--- src/rtl/decode_stage.sv ---
// RV32I decode stage: DEPTH-entry instruction queue feeding a registered decode bundle.
// Optional macro DECODE_MULDIV_EN adds M-extension (funct7=0000001) recognition.
module decode_stage #(
  parameter int XLEN  = 32,
  parameter int DEPTH = 4
) (
  input  logic            clk,
  input  logic            rst_n,
  input  logic            flush,
  input  logic            in_valid,
  output logic            in_ready,
  input  logic [31:0]     in_instr,
  input  logic [XLEN-1:0] in_pc,
  output logic            out_valid,
  input  logic            out_ready,
  output logic [XLEN-1:0] out_pc,
  output logic [4:0]      rd,
  output logic [4:0]      rs1,
  output logic [4:0]      rs2,
  output logic            reg_wr,
  output logic            mem_wr,
  output logic            sel_a,
  output logic            sel_b,
  output logic [1:0]      wb_sel,
  output logic [2:0]      rd_wr_mem,
  output logic [2:0]      br_type,
  output logic [3:0]      alu_op,
  output logic [XLEN-1:0] imm,
  output logic            illegal,
  output logic            is_muldiv
);

  localparam int PTR_W = $clog2(DEPTH);
  localparam int CNT_W = PTR_W + 1;

  localparam logic [6:0] OP_R      = 7'b0110011;
  localparam logic [6:0] OP_IALU   = 7'b0010011;
  localparam logic [6:0] OP_LOAD   = 7'b0000011;
  localparam logic [6:0] OP_STORE  = 7'b0100011;
  localparam logic [6:0] OP_BRANCH = 7'b1100011;
  localparam logic [6:0] OP_JAL    = 7'b1101111;
  localparam logic [6:0] OP_JALR   = 7'b1100111;
  localparam logic [6:0] OP_LUI    = 7'b0110111;
  localparam logic [6:0] OP_AUIPC  = 7'b0010111;

  localparam logic [2:0] BR_NONE = 3'b010;
  localparam logic [2:0] BR_JUMP = 3'b011;
  localparam logic [1:0] WB_ALU  = 2'd0;
  localparam logic [1:0] WB_MEM  = 2'd1;
  localparam logic [1:0] WB_PC4  = 2'd2;

  typedef struct packed {
    logic [XLEN-1:0] pc;
    logic [4:0]      rd;
    logic [4:0]      rs1;
    logic [4:0]      rs2;
    logic            reg_wr;
    logic            mem_wr;
    logic            sel_a;
    logic            sel_b;
    logic [1:0]      wb_sel;
    logic [2:0]      rd_wr_mem;
    logic [2:0]      br_type;
    logic [3:0]      alu_op;
    logic [XLEN-1:0] imm;
    logic            illegal;
  } bundle_t;

  function automatic logic signed [XLEN-1:0] sext_i(input logic [11:0] f);
    return {{(XLEN-12){f[11]}}, f};
  endfunction

  function automatic logic signed [XLEN-1:0] sext_b(input logic [12:1] f);
    return {{(XLEN-13){f[12]}}, f, 1'b0};
  endfunction

  function automatic logic signed [XLEN-1:0] sext_j(input logic [20:1] f);
    return {{(XLEN-21){f[20]}}, f, 1'b0};
  endfunction

  function automatic logic signed [XLEN-1:0] sext_u(input logic [31:12] f);
    return {{(XLEN-32){f[31]}}, f, 12'b0};
  endfunction

  logic [31:0]      instr_q [DEPTH];
  logic [XLEN-1:0]  pc_q    [DEPTH];
  logic [PTR_W-1:0] wptr, rptr;
  logic [CNT_W-1:0] count;
  logic             full, empty, push_p0, load_p0;

  logic [31:0]      instr_p0;
  logic [6:0]       opcode_p0;
  logic [2:0]       f3_p0;
  logic [6:0]       f7_p0;
  logic             ill_p0;
  bundle_t          dec_p0;
  bundle_t          bun_p1;
  logic             vld_p1;
`ifdef DECODE_MULDIV_EN
  logic             muldiv_p0;
  logic             muldiv_p1;
`endif

  assign full     = (count == CNT_W'(DEPTH));
  assign empty    = (count == '0);
  assign in_ready = !full;
  assign push_p0  = in_valid && !full && !flush;
  assign load_p0  = !empty && (!vld_p1 || out_ready) && !flush;

  // Stage p0: instruction queue (head is decoded combinationally)
  always_ff @(posedge clk) begin
    if (push_p0) begin
      instr_q[wptr] <= in_instr;
      pc_q[wptr]    <= in_pc;
    end
  end

  always_ff @(posedge clk or negedge rst_n) begin
    if (!rst_n) begin
      wptr  <= '0;
      rptr  <= '0;
      count <= '0;
    end else if (flush) begin
      wptr  <= '0;
      rptr  <= '0;
      count <= '0;
    end else begin
      if (push_p0) wptr <= wptr + 1'b1;
      if (load_p0) rptr <= rptr + 1'b1;
      unique case ({push_p0, load_p0})
        2'b10:   count <= count + 1'b1;
        2'b01:   count <= count - 1'b1;
        default: count <= count;
      endcase
    end
  end

  assign instr_p0  = instr_q[rptr];
  assign opcode_p0 = instr_p0[6:0];
  assign f3_p0     = instr_p0[14:12];
  assign f7_p0     = instr_p0[31:25];

  always_comb begin
    dec_p0           = '0;
    ill_p0           = 1'b0;
`ifdef DECODE_MULDIV_EN
    muldiv_p0        = 1'b0;
`endif
    dec_p0.pc        = pc_q[rptr];
    dec_p0.rd        = instr_p0[11:7];
    dec_p0.rs1       = instr_p0[19:15];
    dec_p0.rs2       = instr_p0[24:20];
    dec_p0.rd_wr_mem = f3_p0;
    dec_p0.br_type   = BR_NONE;
    dec_p0.wb_sel    = WB_ALU;
    unique case (opcode_p0)
      OP_R: begin
        dec_p0.reg_wr = 1'b1;
        dec_p0.alu_op = {f3_p0, instr_p0[30]};
        if (f7_p0 == 7'b0000001) begin
`ifdef DECODE_MULDIV_EN
          muldiv_p0     = 1'b1;
          dec_p0.alu_op = {f3_p0, 1'b0};
`else
          ill_p0        = 1'b1;
`endif
        end
      end
      OP_IALU: begin
        dec_p0.reg_wr = 1'b1;
        dec_p0.sel_b  = 1'b1;
        dec_p0.imm    = sext_i(instr_p0[31:20]);
        // Only shifts use bit30 as an opcode modifier; elsewhere it is immediate data.
        dec_p0.alu_op = (f3_p0 == 3'b101) ? {f3_p0, instr_p0[30]} : {f3_p0, 1'b0};
      end
      OP_LOAD: begin
        dec_p0.reg_wr = 1'b1;
        dec_p0.sel_b  = 1'b1;
        dec_p0.wb_sel = WB_MEM;
        dec_p0.imm    = sext_i(instr_p0[31:20]);
      end
      OP_STORE: begin
        dec_p0.mem_wr = 1'b1;
        dec_p0.sel_b  = 1'b1;
        dec_p0.imm    = sext_i({instr_p0[31:25], instr_p0[11:7]});
      end
      OP_BRANCH: begin
        dec_p0.sel_a   = 1'b1;
        dec_p0.sel_b   = 1'b1;
        dec_p0.br_type = f3_p0;
        dec_p0.imm     = sext_b({instr_p0[31], instr_p0[7], instr_p0[30:25], instr_p0[11:8]});
        ill_p0         = (f3_p0 == 3'b010) || (f3_p0 == 3'b011);
      end
      OP_JAL: begin
        dec_p0.reg_wr  = 1'b1;
        dec_p0.sel_a   = 1'b1;
        dec_p0.sel_b   = 1'b1;
        dec_p0.wb_sel  = WB_PC4;
        dec_p0.br_type = BR_JUMP;
        dec_p0.imm     = sext_j({instr_p0[31], instr_p0[19:12], instr_p0[20], instr_p0[30:21]});
      end
      OP_JALR: begin
        dec_p0.reg_wr  = 1'b1;
        dec_p0.sel_b   = 1'b1;
        dec_p0.wb_sel  = WB_PC4;
        dec_p0.br_type = BR_JUMP;
        dec_p0.imm     = sext_i(instr_p0[31:20]);
      end
      OP_LUI: begin
        dec_p0.reg_wr = 1'b1;
        dec_p0.sel_b  = 1'b1;
        dec_p0.rs1    = 5'd0;
        dec_p0.imm    = sext_u(instr_p0[31:12]);
      end
      OP_AUIPC: begin
        dec_p0.reg_wr = 1'b1;
        dec_p0.sel_a  = 1'b1;
        dec_p0.sel_b  = 1'b1;
        dec_p0.imm    = sext_u(instr_p0[31:12]);
      end
      default: ill_p0 = 1'b1;
    endcase
    // Illegal encodings become a side-effect-free bubble that execute can trap on.
    if (ill_p0) begin
      dec_p0.reg_wr  = 1'b0;
      dec_p0.mem_wr  = 1'b0;
      dec_p0.sel_a   = 1'b0;
      dec_p0.sel_b   = 1'b0;
      dec_p0.wb_sel  = WB_ALU;
      dec_p0.alu_op  = 4'd0;
      dec_p0.br_type = BR_NONE;
      dec_p0.imm     = '0;
    end
    dec_p0.illegal = ill_p0;
    if (dec_p0.rd == 5'd0) dec_p0.reg_wr = 1'b0;
  end

  // Stage p1: registered decode bundle toward execute
  always_ff @(posedge clk or negedge rst_n) begin
    if (!rst_n) begin
      vld_p1 <= 1'b0;
      bun_p1 <= '0;
    end else if (flush) begin
      vld_p1 <= 1'b0;
    end else if (load_p0) begin
      vld_p1 <= 1'b1;
      bun_p1 <= dec_p0;
    end else if (out_ready) begin
      vld_p1 <= 1'b0;
    end
  end

`ifdef DECODE_MULDIV_EN
  always_ff @(posedge clk or negedge rst_n) begin
    if (!rst_n)       muldiv_p1 <= 1'b0;
    else if (load_p0) muldiv_p1 <= muldiv_p0;
  end
  assign is_muldiv = muldiv_p1;
`else
  assign is_muldiv = 1'b0;
`endif

  assign out_valid = vld_p1;
  assign out_pc    = bun_p1.pc;
  assign rd        = bun_p1.rd;
  assign rs1       = bun_p1.rs1;
  assign rs2       = bun_p1.rs2;
  assign reg_wr    = bun_p1.reg_wr;
  assign mem_wr    = bun_p1.mem_wr;
  assign sel_a     = bun_p1.sel_a;
  assign sel_b     = bun_p1.sel_b;
  assign wb_sel    = bun_p1.wb_sel;
  assign rd_wr_mem = bun_p1.rd_wr_mem;
  assign br_type   = bun_p1.br_type;
  assign alu_op    = bun_p1.alu_op;
  assign imm       = bun_p1.imm;
  assign illegal   = bun_p1.illegal;

endmodule

--- config.mk ---
export PLATFORM = sky130hd
export DESIGN_NAME = decode_stage
export DESIGN_NICKNAME = d
export VERILOG_FILES = /design/src/rtl/decode_stage.sv
export SDC_FILE = /design/constraint.sdc
export NUM_CORES = 1
export LEC_CHECK = 0
export CAP_MARGIN = 10
export CORE_MARGIN = 3
export CORE_UTILIZATION = 50
export DETAILED_ROUTE_END_ITERATION = 8
export PLACE_DENSITY = 0.72
export SYNTH_ARGS = -nofsm -noshare
export SYNTH_HDL_FRONTEND = slang
export SYNTH_SLANG_ARGS = --single-unit
--- constraint.sdc ---
create_clock -name clk -period 3.51 [get_ports clk]
set_clock_uncertainty 0.2 [all_clocks]
set_input_delay 0.702 -clock clk [delete_from_list [all_inputs] [get_ports clk]]
set_output_delay 0.702 -clock clk [all_outputs]
set_load 0.02 [all_outputs]
==> results.md <==
* Detailed placer's ending HPWL at 18800 microns
* Yosys cell types at 54
* Clk slew on worst S/H paths at 0.06 ns
* Die width at roughly 170 microns
* Setup WS post-layout at roughly 0.32 ns
* Die area at 29500 sq um
* # diodes at 0
* RSZ-0062 raised after global routing: no
* Post-CTS resize count at 0
* Fin crit share at 0.910
* Number of port buffers at 166
* Synth Net Count at 858
* Routed WL at a little under 30000 microns
* Critical Path End Type: register
* Least-Margin Pin Slew at 1.19 ns
* Clk sinks at 360
* CTS Buf Count at 38
* Fillers at 1836
* CTS tree: built
* DP Area at 16000 sq um
* Via count at 7551
* Mapped Area at ~14000 sq um
* Dpl ws at just over 0.3 ns
* Drt initial violations at 558
* Setup violators final at 0
* Via density at 5.61
* Non-Filler Instances at about 1300
* Antenna Nets Post-Route at 0
* Post-synthesis register bit count at 360
* Critical path startpoint category: register
* H-tree depth at 2
* Tot GR Track Use at 0.202
* Hold WC Path Type: input port to asynchronous set/reset pin
* Fmax at 313 MHz
* Average wire per standard cell at 21.6 microns
* First-pass GRT wire length at 45300 microns
* Cells after Synth at 784
* Most common cell after layout, fill and taps aside: edfxtp_1
* CP max FO at 18
* Postcts setup bufs at 0
* Synth warn at 0
* Row count at 59
* Crit path DAT at 3.43 ns
* Ys async rst share at 0.289
* Die span in y at 172 microns
* Reg area at around 10000 sq um
* EDFF count, synth at ~260
* Vias in the first global route at 7943
* Root buf cell: clkbuf_16
* Final Cell Area at approximately 17000 sq um
* Drt first pass iters at 5
* # Max-Cap Violations at 0
* Layout net count at around 1100
* Avg Cell Area, Syn at around 17 sq um
* GRT overflow at 0
* Footprint of the multi-input gates at 3260 sq um
* Status: finished clean
* Final Hold Slack at 0.0201 ns
* Share of layout cells above drive strength 1 at 0.161
* I/O Pins at 168
* Clock Latency Late Sink at 0.52 ns
* Main synth FF type: edfxtp_1
* Crit path time final at 3.19 ns
* Initial antenna violation count at 0
* Hold Violations, Final at 0
* Setup slack, reg-to-reg at ~0.32 ns
* Most frequent cells in the layout: edfxtp_1 (256), clkdlybuf4s50_1 (165), nand2_1 (161), dfrtp_1 (102), mux4_2 (64)
* Fin. max-slew vios at 0
* WS Path Type: register to register
* Total Power at between 10 and 15 mW
* Core area at 26500 sq um
* Slew margin rel. at 0.197
* RePlAce Congestion at 0.842
* Dpl cells at 1276
* Largest net degree at the start of global routing at 49
* Worst vdd ir at 514 uV
* Util after Layout at 0.647
* DRC viols at 0
* Initial core utilization at 0.518
* Pwr/cell area at 747 nW/um^2
* Max Root-Sink Buffers at 3
* Static leakage power at 6.36 nW
* Layout area overhead at 25.1%
* Sum Neg Setup Slack at 0 ns
* Post-CTS Hold Buffers at 0
* Post-synthesis sequential area ratio at 0.750
* Required time worst endpoint at 3.75 ns
cells in the mapped netlist (5+ instances only):
| library cell | count | area share |
|---|---|---|
| o21ai_0 | 10 | 0.0036 |
| a21o_1 | 9 | 0.0049 |
| edfxtp_1 | 256 | 0.56 |
| nor3_1 | 5 | 0.0018 |
| nand2_1 | 161 | 0.044 |
| and2_1 | 8 | 0.0036 |
| nand3_1 | 5 | 0.0018 |
| dfrtp_1 | 104 | 0.19 |
| mux4_2 | 64 | 0.11 |
| clkbuf_1 | 19 | 0.0052 |
| buf_2 | 9 | 0.0033 |
| nor2_1 | 16 | 0.0044 |
| a21oi_1 | 6 | 0.0022 |
| inv_1 | 6 | 0.0016 |
| a22o_1 | 31 | 0.020 |
| a221o_1 | 11 | 0.0080 |
| buf_1 | 7 | 0.0019 |
state kept, by name, summed over array words and instances, names as in the netlist, 4 cells and up:
register,flops
rs2,5
imm,32
alu_op,4
out_pc,32
instr_q,128
pc_q,128
rs1,5
rd,5
worst paths after layout:
kind / start / endpoint / cells after the start
min in group clk: out_pc[4] / out_pc[4] / 2
setup / recovery: rptr[0] / imm[22] / 5
setup reg to reg: rptr[0] / imm[22] / 5
max in group asynchronous: rst_n / imm[2] / 2
hold reg to reg: out_pc[4] / out_pc[4] / 2
hold / removal: rst_n / imm[6] / 1
per-layer routing:
layer / global-route usage / wire length, microns / vias up
li1: - / - / 3410
met1: 0.275 / 12100 / 3840
met2: 0.339 / 14400 / 254
met3: 0.0457 / 2120 / 47
met4: 0.0451 / 513 / 0
met5: 0 / 0 / -
critical path: stages, from the launching register on:
cell     delay (ns)
dfrtp_4        0.65
mux4_2         0.68
nor2b_1        0.26
nand3_1        0.11
nor3_1         0.91
a221o_1        0.29
power breakdown:
group	total (mW)	switching, mW	internal (mW)
logic	3.51	1.90	1.61
clock network	3.78	1.55	2.24
registers	5.51	0.366	5.15
total	12.8	3.81	9.00
cell families (layout without fill, tap and decap cells):
logic type / after synthesis / after routing / share of synthesized area
xor gates and xnor gates: 6 / 6 / 0.00383
AOI/OAI and AO/OA: 81 / 81 / 0.0477
and+or+nand+nor: 222 / 222 / 0.0728
buffers and inverters: 44 / 271 / 0.0142
adders and majority gates: 5 / 5 / 0.00511
muxes: 65 / 65 / 0.106
other: 1 / 1 / 0.000273
DFF: 360 / 360 / 0.750
layout make-up:
class                      count  area share
clock buffer                  55      0.0610
clock inverter                15     0.00875
inverter                       6     0.00131
multi-input combinational    380       0.190
sequential                   360       0.600
tap                          335      0.0244
timing repair buffer         195       0.115
Note: power is estimated with default switching activity, not from simulation.
==> RTL change 1, RTL diff (same flow settings) <==
Build with the macro `DECODE_MULDIV_EN` defined.
--- a/src/rtl/decode_stage.sv
+++ b/src/rtl/decode_stage.sv
@@ -1,4 +1,6 @@
 // RV32I decode stage: DEPTH-entry instruction queue feeding a registered decode bundle.
 // Optional macro DECODE_MULDIV_EN adds M-extension (funct7=0000001) recognition.
+`define DECODE_MULDIV_EN
+
 module decode_stage #(
   parameter int XLEN  = 32,
Check against the original RTL: not equivalent (a bounded check fails within 4 cycles, from zero or initial values and one cycle with rst_n low).
==> RTL change 1 against the original RTL <==
- die area is 0.39% lower
- global-route usage is 0.42 points lower
- synthesized cell count is 3.6% higher
- setup slack better by 0.20 ns
- area after synthesis is 0.40% lower
- combinational power is 5% lower
- cell area is 0.95% lower
- worst hold slack better by 0.030 ns
- wire length is 1.1% lower
- sequential cell count is 1 higher
- via count is 0.36% higher
- power is 2.0% lower
- fmax is 6.8% higher
==> RTL change 1: results (changes against the original RTL) <==
metric	value	unit	change
gp_congestion	0.8945		+6.3%
hold_ws	0.05040	ns	+0.03031 ns
highest_layer	met5		
peakVddDrop	0.4617	mV	-10%
place_hpwl	18.04	mm	-4.1%
critPathSlowestCell	mux4_2		
synth_common_cells	edfxtp_1 (256), nand2_1 (182), dfrtp_1 (105)		
grt_pass1_vias	7832		-1.4%
fillers	1909		+4.0%
grtUsageMet2	0.3240		-0.01522
ys_types	48		-11%
nNetsFinal	1074		+1.8%
cp_max_fo	23		+5
worst-r2r-cell-count	7		+2
ys_seq_area_frac	0.7551		+0.004855
vias	7578		+0.36%
routed_wl	28.79	mm	-1.1%
routed-wl-met2	13.95	mm	-2.8%
io_buffers	167		+0.60%
drtPass1Iterations	4		-1
routed-wl-met3	2.019	mm	-4.6%
inv_count	8		+2
worst-endpoint-required	3.69	ns	-0.06 ns
status	finished clean		
track_usage	0.1980		-0.004161
grtUsageMet3	0.05240		+0.006665
## RTL change 1: changes by cell type after synthesis, moves of 4 or more
cell	delta
a221o_1	-11
a21oi_1	+18
a21o_1	-8
a22o_1	-18
a22oi_1	+4
o31ai_1	+6
nand2_1	+21
o21ai_1	+19
## RTL change 1: power groups by stage
stage	logic (W)	registers (W)	clock network (W)
2_1_floorplan	0.00171	0.00581	0
4_1_cts	0.00340	0.00547	0.00381
3_3_place_gp	0.00333	0.00554	0
6_report	0.00334	0.00547	0.00374
5_1_grt	0.00362	0.00552	0.00399
3_5_place_dp	0.00339	0.00554	0
## RTL change 1: metrics by stage
| step | setup slack, ns | instances | power [W] |
|---|---|---|---|
| after global placement | 0.4971 | 1296 | 0.008875 |
| after floorplan | 0.2910 | 812 | 0.007518 |
| after detailed placement | 0.5044 | 1296 | 0.008933 |
| after CTS | 0.5151 | 1363 | 0.01267 |
| after global routing | 0.3875 | 1363 | 0.01314 |
| final | 0.5190 | 1363 | 0.01255 |
## RTL change 1: critical path, delay by kind of cell, from the launching register on
kind | cells | cell delay (ns)
flops | 1 | 0.54
simple gates | 1 | 0.30
compound gates | 4 | 0.94
buf+inv | 1 | 0.29
mux | 1 | 0.59
## RTL change 1: kinds of logic after synthesis
family,count (synthesis),share of synthesized area
DFF,361,0.7551
adders and majority gates,5,0.005129
and+or+nand+nor,236,0.07346
buffers and inverters,45,0.01502
xor gates and xnor gates,5,0.003206
AOI/OAI and AO/OA,96,0.04442
muxes,64,0.1037
## RTL change 1: worst max-delay path by stage
stage	endpoint	cells past startpoint
after global routing	imm[0]	7
after floorplan	instr_q[0][0]	3
after CTS	imm[26]	7
after detailed placement	br_type[2]	6
final	imm[0]	7
after global placement	br_type[2]	6
==> RTL change 2, RTL diff (same settings) <==
Made on the original files. Change the parameter `DEPTH` from 4 to 8.
--- a/src/rtl/decode_stage.sv
+++ b/src/rtl/decode_stage.sv
@@ -3,5 +3,5 @@
 module decode_stage #(
   parameter int XLEN  = 32,
-  parameter int DEPTH = 4
+  parameter int DEPTH = 8
 ) (
   input  logic            clk,
Function: same outputs for any inputs over 4 cycles, from zero or initial values and one cycle with rst_n low; that may be too few to reach the edited logic, so the function may still have changed.
==> RTL change 2 against the original RTL <==
- power grew 63%
- wire length grew 73%
- setup slack lost 0.20 ns
- first-iteration DRC count grew 81%
- cell area grew 69%
- cell count grew 57%
- area after synthesis grew 73%
- fmax shrank 5.8%
- global-route usage grew 0.28 points
- sequential cell count grew 259
- largest cell class unchanged
- largest power group unchanged
==> RTL change 2: results (changes against the original RTL) <==
metric	value	unit	change
critPathSlowestCell	mux4_2		
grt_pass1_wl	77.78	mm	+72%
ys_seq_area_frac	0.7598		+0.009620
p_comb_frac	0.244		-0.030
clock_power	0.00686	W	+81%
nNetsFinal	1525		+45%
synth_adder_area_share	0.002949		-0.002159
p_leak	9.606	nW	+51%
hold_path_class	flip-flop to flip-flop		
critical_path.max_stage_delay	0.53	ns	-0.38 ns
worst-r2r-cell-count	9		+4
cts_made_buffers	60		+58%
synth_nets	1286		+50%
ys_async_sr_fraction	0.1729		-0.1160
top_regs	instr_q (256), pc_q (256)		
grt_max_degree	137		+180%
cp_max_fo	33		+15
routed_wl	50.28	mm	+73%
worst_ep_arrival_time	3.69	ns	+0.26 ns
powerDensity	720.4	nW/µm²	-3.5%
viasPerCell	5.787		+3.2%
synth-edff-count	512		+100%
p_sw	0.005780	W	+52%
clk_latency	0.62	ns	+0.10 ns
dp_slack	0.1763	ns	-0.1321 ns
worst_slew_pin_slew	0.8704	ns	-0.3246 ns
track_usage	0.2050		+0.002756
place_inst	1995		+56%
grt_pass1_vias	12670		+60%
reg2reg_to	br_type[0]		
placed_area	26750	µm²	+68%
fmax	0.2949	GHz	-5.8%
synthXorXnorAreaFrac	0.002949		-0.0008822
synthCells	1212		+55%
cts_hold_buf	1		+1
stdcell_count	2111		+57%
status	finished clean		
drive_above_1_share	0.2176		+0.05634
synth_mux_area_frac	0.1466		+0.04075
ys_types	59		+9.3%
hold_ws	0.2801	ns	+0.2601 ns
[RTL change 2: cell count changes in the layout (fill, tap and decap cells not counted), sizes merged, moves of 12 or more]
| cell | before | now |
|---|---|---|
| o21ai | 11 | 68 |
| edfxtp | 256 | 512 |
| mux4 | 64 | 124 |
| o22ai | 0 | 12 |
| clkbuf | 55 | 78 |
| nand2 | 161 | 98 |
| mux2i | 1 | 58 |
| buf | 30 | 74 |
| a32o | 2 | 19 |
| a22o | 31 | 0 |
[RTL change 2: cell type report]
cell class / instances / area [µm²]
Fill cell: 3268 / 17830
Multi-Input combinational cell: 526 / 5499
Clock inverter: 36 / 539.3
Sequential cell: 619 / 18060
Timing Repair Buffer: 240 / 2442
Antenna cell: 1 / 2.502
Tap cell: 607 / 759.5
Inverter: 4 / 15.01
Clock buffer: 78 / 1599
[RTL change 2: metal layers]
metal	vias up	global-route usage	routed length [µm]
met5	-	0	52
met4	8	0.05572	1064
met3	78	0.04259	3296
met2	389	0.3377	24860
met1	6367	0.2832	21000
li1	5374	-	-
